### src/rtl/rkey_store_ctrl.sv
// Multi-context AES round-key store: fills per-context schedules and replays them forward/reverse.
// Optional RKEY_ZEROIZE_EN adds a zeroize port that wipes one idle context in a single cycle.
module rkey_store_ctrl #(
  parameter int KEY_W = 128,
  parameter int NCTX  = 2,
  parameter int DEPTH = 15,
  parameter int CTX_W = 1
) (
  input  logic             clk,
  input  logic             rst,
  input  logic [1:0]       mode,
  input  logic [CTX_W-1:0] ctx_sel,
  input  logic             gen_start,
  input  logic             wr_valid,
  input  logic [KEY_W-1:0] wr_data,
  output logic             fill_done,
  input  logic             rd_start,
  input  logic             rd_dec,
  input  logic             rd_step,
  output logic [KEY_W-1:0] rkey_out,
  output logic             rkey_valid,
  output logic             rkey_last,
  output logic [NCTX-1:0]  ctx_ready,
  output logic             busy,
`ifdef RKEY_ZEROIZE_EN
  input  logic             zeroize,
`endif
  output logic             err
);

  localparam int PW = $clog2(DEPTH);

  typedef enum logic [1:0] {IDLE, FILL, READ} state_t;

  function automatic int last_of(input logic [1:0] m);
    case (m)
      2'd2:    return 12;
      2'd3:    return 14;
      default: return 10;
    endcase
  endfunction

  state_t           state_q, state_d;
  logic [KEY_W-1:0] mem [NCTX][DEPTH];
  logic [1:0]       ctx_mode [NCTX];
  logic [CTX_W-1:0] ctx_q;
  logic [1:0]       mode_q;
  logic [PW-1:0]    wr_ptr, rd_ptr, rd_end, rd_first, rd_nx, fill_last;
  logic             dec_q;
  logic             zero_req;
  logic             gen_go, rd_go, wr_go, fill_end, step_go, zero_go, err_d;

`ifdef RKEY_ZEROIZE_EN
  assign zero_req = zeroize;
`else
  assign zero_req = 1'b0;
`endif

  assign fill_last = PW'(last_of(mode_q));
  assign rd_first  = rd_dec ? PW'(last_of(ctx_mode[ctx_sel])) : '0;
  assign rd_end    = dec_q ? '0 : PW'(last_of(ctx_mode[ctx_q]));
  assign rd_nx     = dec_q ? rd_ptr - 1'b1 : rd_ptr + 1'b1;

  assign busy       = (state_q != IDLE);
  assign rkey_valid = (state_q == READ);
  assign rkey_last  = rkey_valid && (rd_ptr == rd_end);

  always_comb begin
    state_d  = state_q;
    gen_go   = 1'b0;
    rd_go    = 1'b0;
    wr_go    = 1'b0;
    fill_end = 1'b0;
    step_go  = 1'b0;
    zero_go  = 1'b0;
    err_d    = 1'b0;
    case (state_q)
      IDLE: begin
        if (zero_req) begin
          zero_go = 1'b1;
        end else if (gen_start) begin
          // a simultaneous rd_start is dropped and flagged
          err_d = rd_start;
          if (last_of(mode) >= DEPTH) begin
            err_d = 1'b1;
          end else begin
            gen_go  = 1'b1;
            state_d = FILL;
          end
        end else if (rd_start) begin
          if (ctx_ready[ctx_sel]) begin
            rd_go   = 1'b1;
            state_d = READ;
          end else begin
            err_d = 1'b1;
          end
        end
      end
      FILL: begin
        err_d = gen_start | rd_start | zero_req;
        if (wr_valid) begin
          wr_go = 1'b1;
          if (wr_ptr == fill_last) begin
            fill_end = 1'b1;
            state_d  = IDLE;
          end
        end
      end
      READ: begin
        err_d = gen_start | rd_start | zero_req;
        if (rd_step) begin
          if (rd_ptr == rd_end) state_d = IDLE;
          else                  step_go = 1'b1;
        end
      end
      default: state_d = IDLE;
    endcase
  end

  // Key storage and per-context mode are deliberately left out of reset.
  always_ff @(posedge clk) begin
    if (wr_go) mem[ctx_q][wr_ptr] <= wr_data;
    if (zero_go) begin
      for (int d = 0; d < DEPTH; d++) mem[ctx_sel][d] <= '0;
    end
    if (fill_end) ctx_mode[ctx_q] <= mode_q;
  end

  always_ff @(posedge clk) begin
    if (rst) begin
      state_q   <= IDLE;
      ctx_ready <= '0;
      rkey_out  <= '0;
      fill_done <= 1'b0;
      err       <= 1'b0;
      ctx_q     <= '0;
      mode_q    <= '0;
      wr_ptr    <= '0;
      rd_ptr    <= '0;
      dec_q     <= 1'b0;
    end else begin
      state_q   <= state_d;
      fill_done <= fill_end;
      err       <= err_d;
      if (gen_go) begin
        ctx_q              <= ctx_sel;
        mode_q             <= mode;
        wr_ptr             <= '0;
        ctx_ready[ctx_sel] <= 1'b0;
      end
      if (wr_go)    wr_ptr <= wr_ptr + 1'b1;
      if (fill_end) ctx_ready[ctx_q] <= 1'b1;
      if (zero_go)  ctx_ready[ctx_sel] <= 1'b0;
      if (rd_go) begin
        ctx_q    <= ctx_sel;
        dec_q    <= rd_dec;
        rd_ptr   <= rd_first;
        rkey_out <= mem[ctx_sel][rd_first];
      end
      if (step_go) begin
        rd_ptr   <= rd_nx;
        rkey_out <= mem[ctx_q][rd_nx];
      end
    end
  end

endmodule

### config.mk
export PLATFORM = sky130hd
export DESIGN_NAME = rkey_store_ctrl
export DESIGN_NICKNAME = d
export VERILOG_FILES = /design/src/rtl/rkey_store_ctrl.sv
export SDC_FILE = /design/constraint.sdc
export NUM_CORES = 2
export LEC_CHECK = 0
export BUFFER_PORTS_ARGS = -buffer_cell sky130_fd_sc_hd__buf_4
export CAP_MARGIN = 20
export CELL_PAD_IN_SITES_DETAIL_PLACEMENT = 1
export CELL_PAD_IN_SITES_GLOBAL_PLACEMENT = 2
export CORE_ASPECT_RATIO = 1.2
export CORE_UTILIZATION = 40
export DETAILED_ROUTE_END_ITERATION = 16
export MAX_ROUTING_LAYER = met4
export PLACE_DENSITY_LB_ADDON = 0.2
export SYNTH_ARGS = -nofsm -noshare
export SYNTH_HDL_FRONTEND = slang
export SYNTH_SLANG_ARGS = --single-unit
### constraint.sdc
create_clock -name clk -period 9.3 [get_ports clk]
set_input_delay 0.93 -clock clk [delete_from_list [all_inputs] [get_ports clk]]
set_output_delay 0.93 -clock clk [all_outputs]
set_load 0.03 [all_outputs]
Word level (Yosys, flattened, before mapping)
Memory sizes are Yosys's and may differ from the RTL's. A register that Yosys moved wholly into a read port is not among the register bits.
Index checks and enable logic that the tools add are counted.
W data, S select, Z words.
{"block": "word_totals", "register_bits": 146, "latch_bits": 0, "ramBits": 3844, "rom_bits": 0, "in_bits": 138, "out_inout_bits": 135, "elab_cells": 133, "memories": 2}
{"block": "classes", "addsub": 3, "n_mul": 0, "div_mod_pow": 0, "magnitude_cmp": 9, "n_eq_ne": 19, "shift": 0, "muxes": 72, "n_bitwise": 7, "n_reduce_logical": 11}
{"memory": "mem", "words": 2, "word_bits": 1920, "read_ports": 2, "rd_ports_with_merged_regs": 1, "wr": 1, "line": "44", "rtl": "logic [KEY_W-1:0] mem [NCTX][DEPTH];"}
{"memory": "ctx_mode", "words": 2, "word_bits": 2, "read_ports": 2, "rd_ports_with_merged_regs": 1, "wr": 1, "line": "45", "rtl": "logic [1:0] ctx_mode [NCTX];"}
{"cell": "$mux W1920", "n": 1}
{"cell": "$bmux W128 S4", "n": 2}
{"cell": "$mux W128", "n": 7}
{"cell": "$demux W128 S4", "n": 1}
{"cell": "$mux W32", "n": 2}
{"cell": "$ge A32 B5 Y1 const B", "n": 1}
{"cell": "$mux W1", "n": 32}
{"cell": "$mux W4", "n": 7}
{"cell": "$mux W2", "n": 12}
{"cell": "$pmux W3 S2", "n": 4}
{"cell": "$eq A2 B2 Y1 const B", "n": 9}
{"cell": "$ge A5 B5 Y1 const B", "n": 3}
{"cell": "$not A4 Y5", "n": 3}
{"cell": "$ne A3 B3 Y1 const B", "n": 3}
{"cell": "$add A4 B1 Y4 const B", "n": 2}
{"cell": "$eq A4 B4 Y1", "n": 2}
{"cell": "$reduce_bool A2 Y1", "n": 4}
{"cell": "$reduce_and A7 Y1", "n": 1}
{"cell": "$ne A2 B2 Y1 const B", "n": 3}
{"cell": "$pmux W2 S3", "n": 1}
{"cell": "$lt A5 B1 Y1 const B", "n": 1}
{"cell": "$logic_and A1 B1 Y1", "n": 4}
{"cell": "$lt A1 B2 Y1 const B", "n": 2}
{"cell": "$sub A4 B1 Y4 const B", "n": 1}
{"cell": "11 further kinds", "n": 13}

Longest topological paths before layout
{"block": "depth", "ltp_word": 13, "ltp_mapped": 12, "ltp_nobuf": 8}

Least setup slack after synthesis
No wires, ideal clock.
{"block": "synth_timing", "kind": "input -> register", "start": "input port wr_valid", "end": "memory mem[1][1152] (netlist bit) (enable)", "setup_time_ns": 0.617, "t_arrival_ns": 6.781, "required_ns": 8.683, "path_slack_ns": 1.902, "cell_stages": 4, "n_path_buf": 1, "path_cell_list": "and2_1 clkbuf_1 nand2_1 nor2_1"}
{"block": "synth_via", "elab_chain_len": 4}
{"element": "start: declaration", "line": "14", "rtl": "input logic wr_valid,"}
{"element": "$mux W1", "line": "101", "rtl": "if (wr_valid) begin"}
{"element": "$mux W1", "line": "77", "rtl": "case (state_q)"}
{"element": "$mux W1", "line": "122", "rtl": "if (wr_go) mem[ctx_q][wr_ptr] <= wr_data;"}
{"element": "$mux W1920 (not written as such)", "line": "122"}
{"element": "end: declaration", "line": "44"}
No other way between the ends.

Worst setup path after layout
{"block": "layout_timing", "start": "register dec_q", "end": "register rkey_out[120]"}
{"block": "layout_via", "elab_chain_len": 6, "word_cells_on_any_way": 12, "cone_classes": "eq/ne: 1; mux: 9; bitwise: 1; reduce/logical: 1"}
{"element": "start: declaration", "line": "49", "rtl": "logic dec_q;"}
{"element": "start signal: assignment", "line": "156", "rtl": "dec_q <= rd_dec;"}
{"element": "$mux W4, on equally long branches", "line": "62, 61"}
{"element": "$not A4 Y5 (not written as such) / $eq A4 B4 Y1 (equally long branches)", "line": "162, 112"}
{"element": "$bmux W128 S4 / $mux W1 (equally long branches)", "line": "162, 112"}
{"element": "$mux W128 (not written as such) / $mux W1 (equally long branches)", "line": "162, 111"}
{"element": "$mux W128 (not written as such) / $mux W1 (equally long branches)", "line": "162, 77"}
{"element": "$mux W128 / $reduce_bool A2 Y1 (equally long branches)"}
{"element": "end signal: assignment", "line": "158", "rtl": "rkey_out <= mem[ctx_sel][rd_first];"}
{"element": "end signal: assignment", "line": "162", "rtl": "rkey_out <= mem[ctx_q][rd_nx];"}
{"element": "end: declaration", "line": "20", "rtl": "output logic [KEY_W-1:0] rkey_out,"}
Several ways; a longest one is shown, not always the timed one. The select of a mux whose other input is x is not followed.
A chain may end at the register's enable or synchronous reset.

==> summary.md <==
| Metric | Value |
|---|---|
| Port Buf Inserts | `~270` |
| GP Congestion | `around 0.78` |
| TritonCTS Buffers | `between 400 and 500` |
| Worst-Skew Late Latency | `roughly 1 ns` |
| RSZ-0062 raised after global routing | `no` |
| Via density | `6.15` |
| Final hold slack | `between 0.2 and 0.25 ns` |
| Largest area contributor in the netlist | `edfxtp_1` |
| CP Data Arrival Time | `around 5.7 ns` |
| Number of global-route vias before repair | `approximately 90000` |
| Worst slew margin | `a little under a fifth` |
| Met3 Track Usage GR | `roughly 3.6%` |
| Initial antenna violation count | `between 40 and 50` |
| Hold/Removal Path Class | `in -> reg` |
| Max-cap violations | `0` |
| Hold buffers post-CTS | `0` |
| Yosys warns | `0` |
| Layout cells sized above 1 | `around a quarter` |
| Post-synth ARST share | `0%` |
| Tot GR Track Use | `between 20% and 30%` |
| Initial Utilization | `40.2%` |
| H-tree depth | `5` |
| Router iterations before antenna repair | `6` |
| Skew final | `between 0.05 and 0.06 ns` |
| Setup ws final | `about 4.5 ns` |
| Fin crit share | `~52%` |
| Pwr dens | `slightly above 200 nW/um^2` |
| Mapped Cells | `approximately 8300` |
| Post-layout util | `45.6%` |
| Power Total | `37.8 mW` |
| Clock slew at reported path FFs | `approximately 0.07 ns` |
| GR Util met2 | `between 40% and 50%` |
| Final Max Tran Viols | `0` |
| Max Freq | `roughly 210 MHz` |
| Final min period | `roughly 4.8 ns` |
| Initial DRC Count | `between 9000 and 10000` |
| DIE WIDTH | `a little under 600 um` |
| Finished Cell Area | `183000 um^2` |
| Die Footprint | `about 410000 um^2` |
| Sequential area share after synthesis | `around 73%` |
| Post-synth EDFFs | `3844` |
| Syn nets | `8404` |
| Post-place setup slack | `4.50 ns` |
| Vias | `roughly 87000` |
| Seq cells post-synth | `3991` |
| Dpl cell area | `170000 um^2` |
| Post-route DRC | `0` |
| # nets final | `8716` |
| VDD IR max | `0.147 mV` |
| GR Util met1 | `between 30% and 40%` |
| Setup tns final | `0 ns` |
| Layout Cells excl Fill | `about 14000` |
| Final WL | `513000 um` |
| CTS tree | `built` |
| Most frequent cells in the layout | `edfxtp_1 (3844), mux4_2 (976), mux2i_1 (567), buf_4 (434), clkbuf_16 (412)` |
| Largest net degree at the start of global routing | `roughly 100` |
| Area growth, synth to finish | `13.5%` |
| Antenna Nets Post-Route | `0` |
| CP Class | `reg -> reg` |
| Clk root buf | `clkbuf_16` |
| Startpoint Class | `register` |
| Outcome | `complete, no violations` |
| Area contributors post-synth | `edfxtp_1 (72%), mux4_2 (14%), mux2i_1 (3.5%), dfxtp_1 (1.8%), a211oi_1 (0.95%)` |
| Sink Count | `3991` |
| Final Setup Violations | `0` |
| Post-CTS Setup Inserts | `0` |
| Placeable Area | `402000 um^2` |
| CP Max Fanout | `70` |
| Post-cts sizing count | `0` |
| Worst setup EP type | `register` |
| First-pass GRT wire length | `721000 um` |
| Flop2flop setup slack | `4.50 ns` |
| Final Hold Vio Count | `0` |
| Post-Place Cells | `about 13000` |
| I/O Pins | `273` |
| Post-synth top flop | `edfxtp_1` |
| Worst Path Required | `between 10 and 15 ns` |
| Fillers | `roughly 37000` |
| Mean Syn Cell Area | `a little under 20 um^2` |
| Most used routing layer | `met2` |
| Synth top area share | `71.5%` |
| Distinct cells, synth | `65` |
| Wire length per cell | `roughly 36 um` |
| Most common cell after layout, fill and taps aside | `edfxtp_1` |
| Pleak | `56.3 nW` |
| Dpl hpwl | `between 200000 and 300000 um` |
| Post-Syn Area | `around 160000 um^2` |
| Tightest Pin Transition | `~1.2 ns` |
| Vert. Die Dim | `~700 um` |
| GRT overflow | `0` |
| Core Rows | `255` |
| Clock buffer depth | `4` |
==> layer usage <==
| metal | routed length [um] | vias up |
|---|---|---|
| li1 | - | 35043 |
| met3 | 32800 | 666 |
| met5 | 0 | - |
| met2 | 250000 | 3113 |
| met1 | 219000 | 48644 |
| met4 | 11300 | 0 |
==> sequential cells by signal, indices dropped and copies added (netlist names), 2 cells and up, named ones only <==
signal and cells:
mem 3840, mode_q 2, rkey_out 128, ctx_mode 4
wr_ptr 4, ctx_ready 2, rd_ptr 4, state_q 2
==> Yosys cell counts (all sizes together) (28+ instances only) <==
master	instances
nand2	376
a311oi	43
edfxtp	3844
nor3	63
a21oi	258
buf	318
nand3b	53
a2111oi	31
o21ai	192
nor2	321
nor2b	79
a22oi	51
clkbuf	257
o22ai	70
a211oi	204
nor4	28
mux2	53
a221oi	91
mux4	976
o211ai	30
dfxtp	147
mux2i	568
==> layout make-up <==
class                      count  area [um^2]  area share (%)
sequential                  3991       118000            64.6
multi-input combinational   3679        40400            22.1
clock buffer                 536        11100            6.08
tap                         5268         6590            3.60
timing repair buffer         479         4140            2.26
clock inverter               224         2390            1.30
antenna                       33         82.6          0.0451
inverter                      10         37.5          0.0205
==> report_power, final <==
group | total (mW) | internal [mW] | switching [mW]
Clock | 16.7 | 9.65 | 7.08
Sequential | 19.8 | 19.7 | 0.0332
Combinational | 1.29 | 0.511 | 0.780
==> kinds of logic (layout without fill, tap and decap cells) <==
logic type / Yosys count / in the layout / synth area share [%]
compound gates: 1075 / 1075 / 4.43
other cells: 0 / 33 / 0
fa+ha+maj: 11 / 11 / 0.0899
xor+xnor: 3 / 3 / 0.0163
mux: 1597 / 1597 / 17.5
buf+inv: 585 / 1249 / 1.80
flops: 3991 / 3991 / 73.4
simple gates: 993 / 993 / 2.79
==> worst paths after layout <==
check,startpoint,endpoint,depth (start not counted)
worst max register to register,dec_q$_SDFFE_PP0P_,rkey_out[120]$_SDFFE_PP0P_,8
worst min register to register,rkey_out[83]$_SDFFE_PP0P_,rkey_out[83]$_SDFFE_PP0P_,2
worst max-delay path,dec_q$_SDFFE_PP0P_,rkey_out[120]$_SDFFE_PP0P_,8
worst min-delay path,mode[0],mode_q[0]$_SDFFE_PP0P_,3
==> worst max-delay path, cell delays in order (launching register included) <==
cell      delay (ns)
dfxtp_1         0.55
ha_1            0.43
a21oi_1         0.25
a21oi_1         0.24
nor2_4          0.79
buf_12          0.47
nand2_1         0.87
o22a_1          0.46
a311oi_1        0.35
Power figures use the tool's default switching activity.
